$ cat config.mk
export PLATFORM = sky130hd
export DESIGN_NAME = multicycle_ctrl
export DESIGN_NICKNAME = d
export VERILOG_FILES = /design/src/rtl/multicycle_ctrl.sv
export SDC_FILE = /design/constraint.sdc
export NUM_CORES = 1
export LEC_CHECK = 0
export CAP_MARGIN = 25
export CORE_ASPECT_RATIO = 1.75
export CORE_UTILIZATION = 50
export DETAILED_ROUTE_END_ITERATION = 7
export PLACE_DENSITY_LB_ADDON = 0.15
export SLEW_MARGIN = 25
export SYNTH_ARGS = -nofsm -noshare
export SYNTH_HDL_FRONTEND = slang
export SYNTH_SLANG_ARGS = --single-unit
$ cat constraint.sdc
create_clock -name clk -period 3.55 [get_ports clk]
set_input_delay 0.355 -clock clk [delete_from_list [all_inputs] [get_ports clk]]
set_output_delay 0.355 -clock clk [all_outputs]
set_load 0.02 [all_outputs]
$ cat src/rtl/multicycle_ctrl.sv
// Multi-cycle RV32I sequencer: FETCH/DECODE/EXEC/MEM/WB with illegal-opcode and memory-timeout traps.
// Datapath controls are decoded from the current state, the opcode and the ready/compare flags.
module multicycle_ctrl #(
    parameter int TIMEOUT_CYC = 16,
    parameter int CNT_W       = 32
) (
    input  logic             clk,
    input  logic             rst,
    input  logic [6:0]       opcode,
    input  logic [2:0]       funct3,
    input  logic             branch_taken,
    input  logic             imem_ready,
    input  logic             dmem_ready,
    output logic             imem_req,
    output logic             ir_we,
    output logic             pc_we,
    output logic [1:0]       pc_sel,
    output logic             alu_a_sel,
    output logic             alu_b_sel,
    output logic [1:0]       alu_op,
    output logic             dmem_req,
    output logic             dmem_we,
    output logic             reg_we,
    output logic [1:0]       wb_sel,
    output logic             retire,
    output logic [CNT_W-1:0] retire_cnt,
    output logic             trap,
    output logic [1:0]       trap_cause,
    output logic [2:0]       state
);

    localparam logic [2:0] S_FETCH  = 3'd0;
    localparam logic [2:0] S_DECODE = 3'd1;
    localparam logic [2:0] S_EXEC   = 3'd2;
    localparam logic [2:0] S_MEM    = 3'd3;
    localparam logic [2:0] S_WB     = 3'd4;
    localparam logic [2:0] S_TRAP   = 3'd5;

    localparam logic [6:0] OP_R      = 7'b0110011;
    localparam logic [6:0] OP_I      = 7'b0010011;
    localparam logic [6:0] OP_LOAD   = 7'b0000011;
    localparam logic [6:0] OP_STORE  = 7'b0100011;
    localparam logic [6:0] OP_BRANCH = 7'b1100011;
    localparam logic [6:0] OP_JAL    = 7'b1101111;
    localparam logic [6:0] OP_JALR   = 7'b1100111;
    localparam logic [6:0] OP_LUI    = 7'b0110111;
    localparam logic [6:0] OP_AUIPC  = 7'b0010111;

    // Counter only has to reach TIMEOUT_CYC-1: the next low cycle is the trap decision.
    localparam int              WAIT_W    = (TIMEOUT_CYC > 2) ? $clog2(TIMEOUT_CYC) : 1;
    localparam logic [WAIT_W-1:0] WAIT_LAST = (TIMEOUT_CYC > 0) ? WAIT_W'(TIMEOUT_CYC - 1) : '0;
    localparam bit              TMO_EN    = (TIMEOUT_CYC > 0);

    logic [2:0]        r_state;
    logic [WAIT_W-1:0] r_wait;
    logic [1:0]        r_cause;
    logic [CNT_W-1:0]  r_cnt;
    logic [2:0]        w_next;
    logic              w_legal;
    logic              w_tmo;
    logic              w_waiting;
    logic              w_unused;

    // funct3 is consumed by the ALU itself when alu_op selects funct3/funct7 decode.
    assign w_unused = ^funct3;

    assign w_legal = (opcode == OP_R)      || (opcode == OP_I)    || (opcode == OP_LOAD) ||
                     (opcode == OP_STORE)  || (opcode == OP_BRANCH) || (opcode == OP_JAL) ||
                     (opcode == OP_JALR)   || (opcode == OP_LUI)  || (opcode == OP_AUIPC);
    assign w_tmo     = TMO_EN && (r_wait == WAIT_LAST);
    assign w_waiting = ((r_state == S_FETCH) && !imem_ready) || ((r_state == S_MEM) && !dmem_ready);

    always_comb begin
        w_next    = r_state;
        imem_req  = 1'b0;
        ir_we     = 1'b0;
        pc_we     = 1'b0;
        pc_sel    = 2'd0;
        alu_a_sel = 1'b0;
        alu_b_sel = 1'b0;
        alu_op    = 2'd0;
        dmem_req  = 1'b0;
        dmem_we   = 1'b0;
        reg_we    = 1'b0;
        wb_sel    = 2'd0;
        retire    = 1'b0;
        case (r_state)
            S_FETCH: begin
                imem_req = 1'b1;
                if (imem_ready) begin
                    ir_we  = 1'b1;
                    w_next = S_DECODE;
                end else if (w_tmo) begin
                    w_next = S_TRAP;
                end
            end
            S_DECODE: w_next = w_legal ? S_EXEC : S_TRAP;
            S_EXEC: begin
                w_next = S_WB;
                case (opcode)
                    OP_R:     alu_op = 2'd1;
                    OP_I: begin
                        alu_op    = 2'd1;
                        alu_b_sel = 1'b1;
                    end
                    OP_LOAD, OP_STORE: begin
                        alu_b_sel = 1'b1;
                        w_next    = S_MEM;
                    end
                    OP_AUIPC: begin
                        alu_a_sel = 1'b1;
                        alu_b_sel = 1'b1;
                    end
                    OP_BRANCH: begin
                        alu_op = 2'd2;
                        pc_we  = 1'b1;
                        pc_sel = branch_taken ? 2'd1 : 2'd0;
                        retire = 1'b1;
                        w_next = S_FETCH;
                    end
                    default: ;
                endcase
            end
            S_MEM: begin
                dmem_req = 1'b1;
                dmem_we  = (opcode == OP_STORE);
                if (dmem_ready) begin
                    if (opcode == OP_STORE) begin
                        pc_we  = 1'b1;
                        retire = 1'b1;
                        w_next = S_FETCH;
                    end else begin
                        w_next = S_WB;
                    end
                end else if (w_tmo) begin
                    w_next = S_TRAP;
                end
            end
            S_WB: begin
                reg_we = 1'b1;
                pc_we  = 1'b1;
                retire = 1'b1;
                w_next = S_FETCH;
                case (opcode)
                    OP_LOAD: wb_sel = 2'd1;
                    OP_JAL: begin
                        wb_sel = 2'd2;
                        pc_sel = 2'd1;
                    end
                    OP_JALR: begin
                        wb_sel = 2'd2;
                        pc_sel = 2'd2;
                    end
                    OP_LUI:  wb_sel = 2'd3;
                    default: ;
                endcase
            end
            S_TRAP:  ;
            default: w_next = S_FETCH;
        endcase
    end

    always_ff @(posedge clk or posedge rst) begin
        if (rst) begin
            r_state <= S_FETCH;
            r_wait  <= '0;
            r_cause <= 2'd0;
            r_cnt   <= '0;
        end else begin
            r_state <= w_next;
            // Any state change restarts the wait window, so entry to FETCH/MEM always starts at zero.
            if (w_next != r_state)
                r_wait <= '0;
            else if (w_waiting && TMO_EN)
                r_wait <= r_wait + 1'b1;
            if (w_next == S_TRAP && r_state != S_TRAP) begin
                case (r_state)
                    S_DECODE: r_cause <= 2'd1;
                    S_FETCH:  r_cause <= 2'd2;
                    S_MEM:    r_cause <= 2'd3;
                    default:  r_cause <= r_cause;
                endcase
            end
            if (retire)
                r_cnt <= r_cnt + 1'b1;
        end
    end

    assign trap       = (r_state == S_TRAP);
    assign trap_cause = r_cause;
    assign retire_cnt = r_cnt;
    assign state      = r_state;

endmodule
==> run_results.csv <==
group,metric,value,unit
run_status,status,"finished clean",
place,port_buffers,64,
synth,ys_seq_area_frac,0.452,
worst_setup_path,crit_arrival,2.63,ns
worst_setup_path,cp_max_fo,9,
synth,synth_edf_count,0,
floorplanning,std_cell_rows,32,
drt,ant_nets,0,
synth,synth_nets,250,
clocking,clock_latency,0.30,ns
synth,synth_commonest_cells,"dfrtp_1 (41), xnor2_1 (22), nand2_1 (21)",
worst_setup_path,end_kind,"output port",
sta,holdWs,0.470,ns
final_layout,fin_nets,313,
place,post-dp-hpwl,3.84,mm
synth,yosys.area.top_type,"dfrtp_1",
job,maxCapViolations,0,
synth,async_flop_share,1.00,
clocking,cts-buffers-inserted,5,
synth,synth_most_common_cell,"dfrtp_1",
sta,final-max-slew-violation-count,0,
global_route,grt_overflow_total,0,
global_route,grt.total_usage,0.243,
sta,rsz0062_at_grt,"false",
clocking,cts_setup_buffers,0,
final_layout,drive_gt1_frac,0.0606,
place,place_congestion,0.802,
clocking,clk_pin_slew,0.08,ns
floorplanning,die_y,91.1,um
global_route,antenna_found_initial,0,
global_route,grt_pass1_wl,8.77,mm
clocking,clock_path_buffers,2,
pwr,leakagePower,1.22,nW
global_route,grt_max_degree,42,
sta,period_share,0.842,
pwr,vdd_drop_max,0.343,mV
place,post_dp_cell_area,2940,sq um
floorplanning,initial_core_util,0.520,
floorplanning,die-area,4820,sq um
sta,tns,0,ns
floorplanning,pin_count,68,
sta,fmax,335,MHz
drt,detail_route.wl_per_cell,15.1,um
sta,finalCriticalPeriod,2.99,ns
worst_setup_path,worst_setup_path_start_kind,"input pin",
sta,fin_worst_skew,0.00790,ns
sta,setup_violations,0,
synth,yosys.area.top_type_share,0.452,
clocking,cts_resized,0,
sta,hold_viol_final,0,
synth,ys_types,50,
pwr,power_density,496,nW/um^2
synth,ys.flop_type,"dfrtp_1",
sta,slew-limit-headroom,0.475,
drt,drtIter0Drc,29,
synth,synth_cells,233,
floorplanning,core_area,4360,sq um
global_route,grt_pass1_vias,1956,
floorplanning,die_w,52.9,um
worst_setup_path,crit_type,"input pin to output port",
clocking,htree_levels,2,
synth,synth.area.top_cells,"dfrtp_1 (45%), xnor2_1 (8.5%), xor2_1 (4.2%), nand3_1 (3.8%), nand2_1 (3.5%)",
synth,syn_area_per_cell,9.74,sq um
synth,syn-cell-area,2270,sq um
final_layout,postLayoutCellArea,3050,sq um
pwr,total_power,1.51,mW
drt,routed_wl,5.27,mm
drt,drt_pre_antenna_iters,4,
synth,ys_warn_count,0,
worst_setup_path,critPathRequiredTime,3.19,ns
clocking,clock_sinks,41,
clocking,cts_tree,"yes",
drt,vias,1971,
sta,worstMarginPinSlew,0.782,ns
worst_hold_path,hp-class,"input pin to asynchronous set/reset pin",
final_layout,n_antenna_cell,0,
drt,drc,0,
final_layout,area_growth,34.6,%
clocking,cts_root_buf,"clkbuf_8",
clocking,ctsHoldBuffers,0,
drt,vias_per_cell,5.66,
synth,ys_ff_latch,41,
-- worst max-delay path: stages --
cell and delay (ns):
clkdlybuf4s50_1 0.50, nand4bb_1 0.45, a2111o_1 0.46, nand2_1 0.21, clkdlybuf4s50_1 0.65
-- state kept, by name, indices dropped and copies added (netlist names) --
signal	count
trap_cause	2
retire_cnt	32
state	3
r_wait	4
-- layer usage --
metal	routed length, um	global-route usage	share of wire	vias up
met2	2790	0.417	0.53	50
met3	206	0.0352	0.039	10
met1	2150	0.281	0.41	960
li1	-	-	-	951
met5	0	0	0	-
met4	129	0.121	0.024	0
-- logic make-up (layout without fill, tap and decap cells) --
logic type | count (synthesis) | in the layout | share of synthesized area
buf+inv | 18 | 82 | 0.0353
fa+ha+maj | 2 | 2 | 0.0110
simple gates | 110 | 110 | 0.270
compound gates | 26 | 26 | 0.0877
flops | 41 | 41 | 0.452
mux | 2 | 2 | 0.00938
xor+xnor | 34 | 34 | 0.135
-- placed cells by master (no fill, tap or decap), types with 2 or more instances in the layout --
cell type | netlist | final
inv_1 | 8 | 8
dfrtp_1 | 41 | 41
nand4_1 | 10 | 10
nor4_1 | 2 | 2
clkdlybuf4s50_1 | 0 | 64
and2_1 | 4 | 4
xnor2_1 | 22 | 22
o21ai_0 | 5 | 5
nand3b_1 | 2 | 2
xor2_1 | 11 | 11
buf_4 | 1 | 2
and3_1 | 4 | 4
a21oi_1 | 4 | 4
ha_1 | 2 | 2
or3_1 | 3 | 3
and4_1 | 2 | 2
nand2b_1 | 4 | 4
or4_1 | 5 | 5
nand2_1 | 21 | 21
nor3_1 | 12 | 12
nor3b_1 | 4 | 4
clkbuf_8 | 0 | 6
nor2b_1 | 3 | 3
a2111o_1 | 2 | 2
nand3_1 | 17 | 17
a31oi_1 | 2 | 2
nor2_1 | 11 | 11
-- through the flow --
step	setup slack, ns	utilization	cells
2_1_floorplan	1.13	-	233
3_3_place_gp	0.609	0.673	340
3_5_place_dp	0.535	0.673	340
4_1_cts	0.536	0.700	348
5_1_grt	0.433	0.700	348
6_report	0.561	0.700	348
-- worst paths after layout --
path / endpoint / cells past startpoint / start / slack (ns)
setup reg to reg: retire_cnt[14] / 5 / state[0] / 1.21
hold reg to reg: trap_cause[0] / 2 / trap_cause[0] / 0.49
min in group clk: trap_cause[0] / 2 / trap_cause[0] / 0.49
max in group asynchronous: retire_cnt[2] / 3 / rst / 2.71
setup / recovery: retire / 5 / opcode[2] / 0.56
hold / removal: retire_cnt[30] / 3 / rst / 0.47
-- power breakdown --
group	internal, mW	switching (mW)	leakage, nW
logic	0.235	0.279	0.641
clock network	0.229	0.164	0.0585
registers	0.517	0.0898	0.521
total	0.982	0.533	1.22
-- cell type report --
type	instances	area [sq um]
inverter	8	30.0
clock buffer	7	86.3
tap	51	63.8
multi-input combinational	174	1160
fill	367	1310
clock inverter	1	30.0
timing repair buffer	66	656
sequential	41	1030
Note: power is estimated with default switching activity, not from simulation.
